===== src/rtl/rll_pkg.sv =====
// rtl/rll_pkg.sv - shared types and helpers for the keyed output stage
package rll_pkg;

    typedef enum logic [1:0] {
        EMPTY   = 2'd0,
        LOADING = 2'd1,
        ARMED   = 2'd2
    } rll_key_state_e;

    // Key that makes every gate transparent; masks wider than 64 bits are not supported.
    function automatic logic [63:0] rll_correct_key(input logic [63:0] xnor_mask,
                                                    input logic [63:0] inv_mask);
        return xnor_mask ^ inv_mask;
    endfunction

endpackage


===== src/rtl/rll_key_shifter.sv =====
// rtl/rll_key_shifter.sv - serial key loader: shift register, bit counter and arming FSM
module rll_key_shifter
    import rll_pkg::*;
#(
    parameter int KEY_W = 16
) (
    input  logic             clk,
    input  logic             rst,
    input  logic             key_valid,
    input  logic             key_bit,
    input  logic             key_clear,
    output logic             key_ready,
    output logic [KEY_W-1:0] key,
    output logic             armed
);

    localparam int CNT_W = $clog2(KEY_W + 1);
    localparam logic [CNT_W-1:0] CNT_LAST = CNT_W'(KEY_W - 1);
    localparam logic [CNT_W-1:0] CNT_FULL = CNT_W'(KEY_W);

    rll_key_state_e   r_state;
    logic [KEY_W-1:0] r_key;
    logic [CNT_W-1:0] r_cnt;
    logic [KEY_W-1:0] w_shifted;
    logic             w_accept;

    assign key_ready = (r_state != ARMED) && !key_clear;
    assign w_accept  = key_valid && key_ready;
    // New bit enters at the top so the first received bit ends up in key[0].
    assign w_shifted = KEY_W'({key_bit, r_key} >> 1);

    always_ff @(posedge clk) begin
        if (rst || key_clear) begin
            r_state <= EMPTY;
            r_key   <= '0;
            r_cnt   <= '0;
        end else if (w_accept) begin
            r_key <= w_shifted;
            if (r_cnt != CNT_FULL) begin
                r_cnt <= r_cnt + CNT_W'(1);
            end
            r_state <= (r_cnt == CNT_LAST) ? ARMED : LOADING;
        end
    end

    assign key   = r_key;
    assign armed = (r_state == ARMED);

endmodule


===== src/rtl/rll_keyed_stage.sv =====
// rtl/rll_keyed_stage.sv - key-gated registered valid/ready output stage of a locked datapath
module rll_keyed_stage
    import rll_pkg::*;
#(
    parameter int               DATA_W    = 32,
    parameter int               KEY_W     = 16,
    parameter logic [KEY_W-1:0] XNOR_MASK = 16'hA5C3,
    parameter logic [KEY_W-1:0] INV_MASK  = 16'h0F0F
) (
    input  logic              clk,
    input  logic              rst,
    input  logic              key_valid,
    input  logic              key_bit,
    output logic              key_ready,
    input  logic              key_clear,
    output logic              key_loaded,
    input  logic              in_valid,
    input  logic [DATA_W-1:0] in_data,
    output logic              in_ready,
    output logic              out_valid,
    output logic [DATA_W-1:0] out_data,
    input  logic              out_ready
);

    // XNOR and inverter stages fold into a constant XOR term per bit.
    localparam logic [KEY_W-1:0] GATE_MASK = XNOR_MASK ^ INV_MASK;

    logic [KEY_W-1:0]  w_key;
    logic              w_armed;
    logic [DATA_W-1:0] w_gated;
    logic              r_out_valid;
    logic [DATA_W-1:0] r_out_data;

    rll_key_shifter #(
        .KEY_W(KEY_W)
    ) u_key_shifter (
        .clk      (clk),
        .rst      (rst),
        .key_valid(key_valid),
        .key_bit  (key_bit),
        .key_clear(key_clear),
        .key_ready(key_ready),
        .key      (w_key),
        .armed    (w_armed)
    );

    assign w_gated  = in_data ^ DATA_W'(w_key ^ GATE_MASK);
    assign in_ready = w_armed && (!r_out_valid || out_ready) && !key_clear;

    always_ff @(posedge clk) begin
        if (rst || key_clear) begin
            r_out_valid <= 1'b0;
            r_out_data  <= '0;
        end else if (in_valid && in_ready) begin
            r_out_valid <= 1'b1;
            r_out_data  <= w_gated;
        end else if (out_ready) begin
            r_out_valid <= 1'b0;
        end
    end

    assign key_loaded = w_armed;
    assign out_valid  = r_out_valid;
    assign out_data   = r_out_data;

endmodule


===== config.mk =====
export PLATFORM = sky130hd
export DESIGN_NAME = rll_keyed_stage
export DESIGN_NICKNAME = d
export VERILOG_FILES = /design/src/rtl/rll_pkg.sv /design/src/rtl/rll_key_shifter.sv /design/src/rtl/rll_keyed_stage.sv
export SDC_FILE = /design/constraint.sdc
export NUM_CORES = 1
export LEC_CHECK = 0
export ABC_CLOCK_PERIOD_IN_PS = 1500
export CORE_ASPECT_RATIO = 0.8
export CORE_MARGIN = 2
export CORE_UTILIZATION = 46
export CTS_CLUSTER_SIZE = 16
export DETAILED_ROUTE_END_ITERATION = 12
export GPL_ROUTABILITY_DRIVEN = 0
export PLACE_DENSITY = 0.76
export SYNTH_ARGS = -nofsm -noshare
export SYNTH_HDL_FRONTEND = slang
export SYNTH_SLANG_ARGS = --single-unit

===== constraint.sdc =====
create_clock -name clk -period 1.5 [get_ports clk]
set_clock_uncertainty 0.15 [all_clocks]
set_input_delay 0.15 -clock clk [delete_from_list [all_inputs] [get_ports clk]]
set_output_delay 0.15 -clock clk [all_outputs]
set_load 0.01 [all_outputs]

==> run_results.csv, run 1 <==
group,metric,value,unit
placed_design,dp_cells,415,
finish,nFillCells,373,
critical_path,start_kind,"flop",
timing,rsz0062_at_grt,"yes",
critical_path,path_common_cell,"buf_6",
critical_path,critPathRequiredTime,1600,ps
logic_synthesis,synth_edf_count,0,
grt,grt_util_all_layers,22.9,%
logic_synthesis,synth_common_cells,"dfxtp_1 (56), a21oi_1 (54), nand3_1 (42)",
logic_synthesis,yosysSeqAreaShare,47.1,%
grt,grt-ovfl-total,0,
floorplan,ios,75,
logic_synthesis,yosys.cell_count.top_type,"dfxtp_1",
floorplan,die-area,5770,sq um
routing,firstDrtPassIters,4,
placed_design,port_buffers,74,
finish,nets,405,
floorplan,chipWidth,84.4,um
critical_path,critPathMaxFanout,8,
routing,ant_nets,0,
grt,grt.busiest_layer,"met2",
finish,final_util,74.5,%
logic_synthesis,synth_area,2380,sq um
placed_design,placed_cell_area,3340,sq um
timing,worst_pin_slew,395,ps
logic_synthesis,async_flop_share,0,%
grt,grt_use_met3,4.58,%
critical_path,arrival,1620,ps
routing,totalWireLength,7500,um
routing,routedWlPerCell,17.6,um
clock_network,cts-htree-levels,2,
finish,area_growth,56.8,%
timing,slew_headroom,73.7,%
logic_synthesis,synth_seq_cells,56,
clock_network,cts_buffer_depth,2,
timing,fmax,658,MHz
grt,met2_usage,37.7,%
clock_network,cts_tree,"yes",
pwr,power.total,0.00260,W
pwr,ir_worst_vdd,0.595,mV
finish,antenna_cells,0,
grt,antenna_found_initial,0,
placed_design,hpwl,4590,um
finish,fin_area,3730,sq um
finish,drive_gt1_share,20.9,%
logic_synthesis,avgSynthCellArea,8.56,sq um
floorplan,rows,23,
timing,finalCritPeriodShare,101,%
floorplan,dieHeight,68.3,um
logic_synthesis,ys_dominant_reg_cell,"dfxtp_1",
critical_path,path_buf_inv,3,
critical_path,critPathKind,"flop to flop",
timing,fin_ws,-20.2,ps
min_path,hold_path.class,"input pin to flop",
floorplan,core-area,5010,sq um
timing,setup_viol,5,
timing,min_period,1520,ps
clock_network,numCtsBuffers,5,
logic_synthesis,yosysTopAreaCell,"dfxtp_1",
critical_path,endpoint_kind,"flop",
status,status,"finished, violations left",
logic_synthesis,yosysUniqueCellTypes,34,
routing,drc,0,
routing,vias,2464,
pwr,cellLeakagePower,1.64,nW
clock_network,cts_num_sinks,56,
critical_path,slowest_delay,350,ps
critical_path,critical-path-top-delay-family,"buffers and inverters",
job,drv_cap,0,
logic_synthesis,synth_area_leaders,"dfxtp_1 (47%), a21oi_1 (11%), nand3_1 (8.8%)",
grt,grt_pass1_vias,2141,
status,violations,"negative setup slack",
timing,final_hold_viol_count,0,
logic_synthesis,synth_nets,320,
finish,finalNonFillerCells,426,
logic_synthesis,synth_top_area_share,47.1,%
critical_path,cpMaxStageDelayCell,"dfxtp_2",
logic_synthesis,syn_inst,278,
routing,viasPerCell,5.78,
grt,use_met1,30.8,%
clock_network,path_clk_slew,100,ps
logic_synthesis,yosys_warnings,0,
clock_network,clockRootBuffer,"clkbuf_8",
grt,grt_pass1_wl,10400,um
critical_path,path_cells,"buf_6 > nor4bb_4 > buf_6 > buf_12 > nand3_1 > a21oi_2",
clock_network,worstSkewPairLatency,310,ps
floorplan,initial_utilization,47.5,%
grt,grt_max_degree,33,
pwr,p_per_area,697,nW/um^2
timing,drv_slew,0,
routing,dr.first_iter.drc_count,152,
where the power goes:
part           internal, W  switching [W]  total [W]  leakage, nW
Combinational     0.000142       0.000102   0.000244         1.14
Sequential         0.00149     0.00000286    0.00149        0.453
Clock             0.000377       0.000487   0.000863       0.0445
cells by family (layout without fill, tap and decap cells):
kind of cell	Yosys count	after routing	synth area share [%]
compound gates	108	108	24.2
simple gates	63	63	14.9
flops	56	56	47.1
buf+inv	31	117	5.89
xor+xnor	16	16	5.89
fa+ha+maj	3	3	1.58
mux	1	1	0.421
per-stage QoR:
stage	worst slack, ps	TNS (ps)	hold WS (ps)
after floorplan	91.9	0	148
after global placement	-414	-13730	307
after detailed placement	-487	-16890	317
after CTS	-81.7	-351	248
after global routing	-78.3	-1340	252
final	-20.2	-54.4	245
final cells by class:
cell class              instances  area, sq um  area share (%)
multi-input cells             191         1310            35.1
flip-flops and latches         56         1130            30.2
repair buffers                104         1100            29.5
clock buffers                   7         86.3            2.31
well taps                      62         77.6            2.08
inverters                       5         21.3           0.570
clock inverters                 1         7.51           0.201
sequential cells by signal, summed over array words and instances (netlist names):
| name | count |
|---|---|
| out_data | 32 |
| out_valid | 1 |
| u_key_shifter.key | 16 |
| u_key_shifter.r_cnt | 5 |
| u_key_shifter.r_state | 2 |
repair_timing:
| action | CTS | global route |
|---|---|---|
| pin swaps | 8 | 21 |
| hold buffers | 0 | 0 |
| gates resized for setup | 29 | 65 |
| buffers inserted | 0 | 1 |
| gates cloned | 0 | 3 |
| endpoints found under the setup margin | 44 | 63 |
worst min-delay path, stage by stage:
cell	delay (ps)
clkdlybuf4s50_1	400
nand3_1	70
a21oi_1	50
layout by cell type, fill, tap and decap left out, types with 2 or more instances in the layout:
master	netlist	routed
nor3_4	0	2
nand2b_1	2	2
o21ai_1	2	7
buf_4	2	19
a211oi_1	9	6
nor4bb_4	0	2
nor2_1	3	3
dlygate4sd2_1	0	11
dfxtp_1	56	52
a211oi_2	0	3
clkdlybuf4s50_1	0	37
inv_1	4	3
ha_4	0	2
a21oi_1	54	45
buf_6	1	4
o21ai_0	39	34
a21oi_2	0	9
clkbuf_2	1	2
nand3_1	42	37
clkbuf_16	0	2
dlymetal6s2s_1	0	23
nand3_4	0	2
dfxtp_2	0	4
xnor2_1	16	16
o31ai_1	2	2
nand3_2	0	3
nand2_1	2	2
buf_12	0	4
clkbuf_8	0	6
layer usage:
layer | part of all wire [%] | wire length [um] | up-vias
met5 | 0 | 0 | -
met1 | 45 | 3340 | 1161
met2 | 47 | 3500 | 114
met3 | 7.0 | 526 | 19
met4 | 1.8 | 133 | 0
li1 | - | - | 1170
path summary, 6_finish.rpt:
check | from | endpoint | slack, ps | cells past startpoint
max reg2reg | u_key_shifter.r_state[0]$_SDFFE_PP0P_ | out_data[19]$_SDFFE_PP0P_ | -20 | 6
min | in_data[26] | out_data[26]$_SDFFE_PP0P_ | 250 | 3
min reg2reg | u_key_shifter.r_cnt[1]$_SDFFE_PP0P_ | u_key_shifter.r_cnt[1]$_SDFFE_PP0P_ | 320 | 2
max | u_key_shifter.r_state[0]$_SDFFE_PP0P_ | out_data[19]$_SDFFE_PP0P_ | -20 | 6
(Power assumes the default switching activity.)
==> run 2: changes to the inputs <==
Settings changed: ABC_CLOCK_PERIOD_IN_PS 1500 to 1300, CORE_UTILIZATION 46 to 41, PLACE_DENSITY 0.76 to 0.72.
Clock period 1.5 ns to 1.3 ns, I/O delays scaled along.
==> run_results.csv, run 2 (same netlist as run 1, synthesis figures left out) <==
group,metric,value,unit
status,status,"finished, violations left",
status,violations,"negative setup slack",
grt,grt-ovfl-total,0,
finish,antenna_cells,0,
timing,worst_pin_slew,352,ps
critical_path,start_kind,"flop",
finish,fin_area,3910,sq um
finish,area_growth,64.4,%
floorplan,dieHeight,72.1,um
clock_network,cts-htree-levels,2,
timing,fmax,655,MHz
floorplan,rows,24,
clock_network,clockRootBuffer,"clkbuf_8",
job,drv_cap,0,
finish,largest_reg_flops,32,
grt,grt_util_all_layers,21.7,%
floorplan,ios,75,
min_path,hold_path.class,"input pin to flop",
critical_path,slowest_delay,340,ps
floorplan,initial_utilization,43.1,%
routing,vias,2459,
grt,grt_use_met3,5.92,%
clock_network,numCtsBuffers,5,
grt,grt_max_degree,52,
placed_design,placed_cell_area,3450,sq um
critical_path,critPathKind,"flop to flop",
clock_network,cts_num_sinks,56,
finish,finalNonFillerCells,453,
placed_design,dp_cells,434,
finish,drive_gt1_share,28.8,%
routing,ant_nets,0,
critical_path,cpMaxStageDelayCell,"dfxtp_2",
timing,min_period,1530,ps
timing,finalCritPeriodShare,117,%
routing,totalWireLength,7100,um
finish,final_cell_mix,"dfxtp_1 (50), a21oi_1 (44), clkdlybuf4s50_1 (37)",
routing,firstDrtPassIters,4,
routing,routedWlPerCell,15.7,um
floorplan,chipWidth,89.2,um
clock_network,cts_buffer_depth,2,
critical_path,path_cells,"buf_6 > nor4bb_4 > buf_4 > buf_12 > a21oi_2 > a211oi_2",
timing,fin_ws,-227,ps
critical_path,critical-path-top-delay-family,"buffers and inverters",
routing,drc,0,
clock_network,cts_tree,"yes",
critical_path,critPathRequiredTime,1390,ps
routing,dr.first_iter.drc_count,158,
timing,final_hold_viol_count,0,
clock_network,worstSkewPairLatency,310,ps
pwr,cellLeakagePower,1.42,nW
critical_path,critPathMaxFanout,8,
grt,grt_pass1_wl,11000,um
placed_design,hpwl,4410,um
critical_path,path_buf_inv,3,
critical_path,arrival,1620,ps
grt,antenna_found_initial,0,
floorplan,die-area,6430,sq um
pwr,p_per_area,776,nW/um^2
timing,rsz0062_at_grt,"yes",
grt,use_met1,31.7,%
grt,grt.busiest_layer,"met2",
grt,grt_pass1_vias,2284,
critical_path,endpoint_kind,"flop",
routing,viasPerCell,5.43,
grt,met2_usage,32.3,%
pwr,ir_worst_vdd,0.741,mV
finish,nets,416,
timing,setup_viol,41,
finish,final_common_cell,"dfxtp_1",
clock_network,path_clk_slew,100,ps
placed_design,port_buffers,74,
timing,drv_slew,0,
floorplan,core-area,5530,sq um
timing,slew_headroom,76.5,%
run 2: area by class of cell:
class	count	area (sq um)
timing repair buffer	115	1180
tap	78	97.6
sequential	56	1130
clock buffer	6	82.6
fill	443	1610
inverter	5	26.3
clock inverter	2	13.8
multi-input combinational	191	1380
run 2: worst paths after layout:
| check | slack [ps] | cells after the start | endpoint | startpoint |
|---|---|---|---|---|
| worst max-delay path | -230 | 6 | out_data[1]$_SDFFE_PP0P_ | u_key_shifter.r_state[0]$_SDFFE_PP0P_ |
| worst min-delay path | 130 | 4 | u_key_shifter.r_cnt[1]$_SDFFE_PP0P_ | key_clear |
| worst max register to register | -230 | 6 | out_data[1]$_SDFFE_PP0P_ | u_key_shifter.r_state[0]$_SDFFE_PP0P_ |
| worst min register to register | 320 | 2 | out_data[2]$_SDFFE_PP0P_ | out_data[2]$_SDFFE_PP0P_ |
run 2: per-layer routing:
metal / wire (um) / part of all wire [%]
met3: 537 / 7.6
met4: 63 / 0.89
met5: 0 / 0
met1: 3230 / 46
met2: 3260 / 46
run 2: timing repair:
item,in CTS,in global routing
hold buffers,0,0
gates cloned,2,2
resized for setup,78,50
setup buffers,7,1
pin swaps,18,24
endpoints found under the setup margin,92,56
run 2: report_power, final:
part           internal (W)  switching [W]
Clock              0.000437       0.000574
Combinational      0.000178       0.000128
Sequential          0.00171     0.00000441
run 2: worst register-to-register path, cell delays in order (launching register included):
cell and delay [ps]:
dfxtp_2 340, buf_6 120, nor4bb_4 270, buf_4 200, buf_12 130, a21oi_2 60, a211oi_2 180
run 2: per-stage QoR:
stage / setup TNS (ps) / setup WS, ps / hold WS [ps] / utilization (%) / power [W]
after floorplan: -45.9 / -25.1 / 128 / - / 0.00185
after global placement: -24290 / -538 / 307 / 62.4 / 0.00204
after detailed placement: -26900 / -612 / 315 / 62.4 / 0.00204
after CTS: -6290 / -230 / 213 / 67.0 / 0.00304
after global routing: -9340 / -281 / 193 / 70.8 / 0.00316
final: -6710 / -227 / 128 / 70.8 / 0.00304
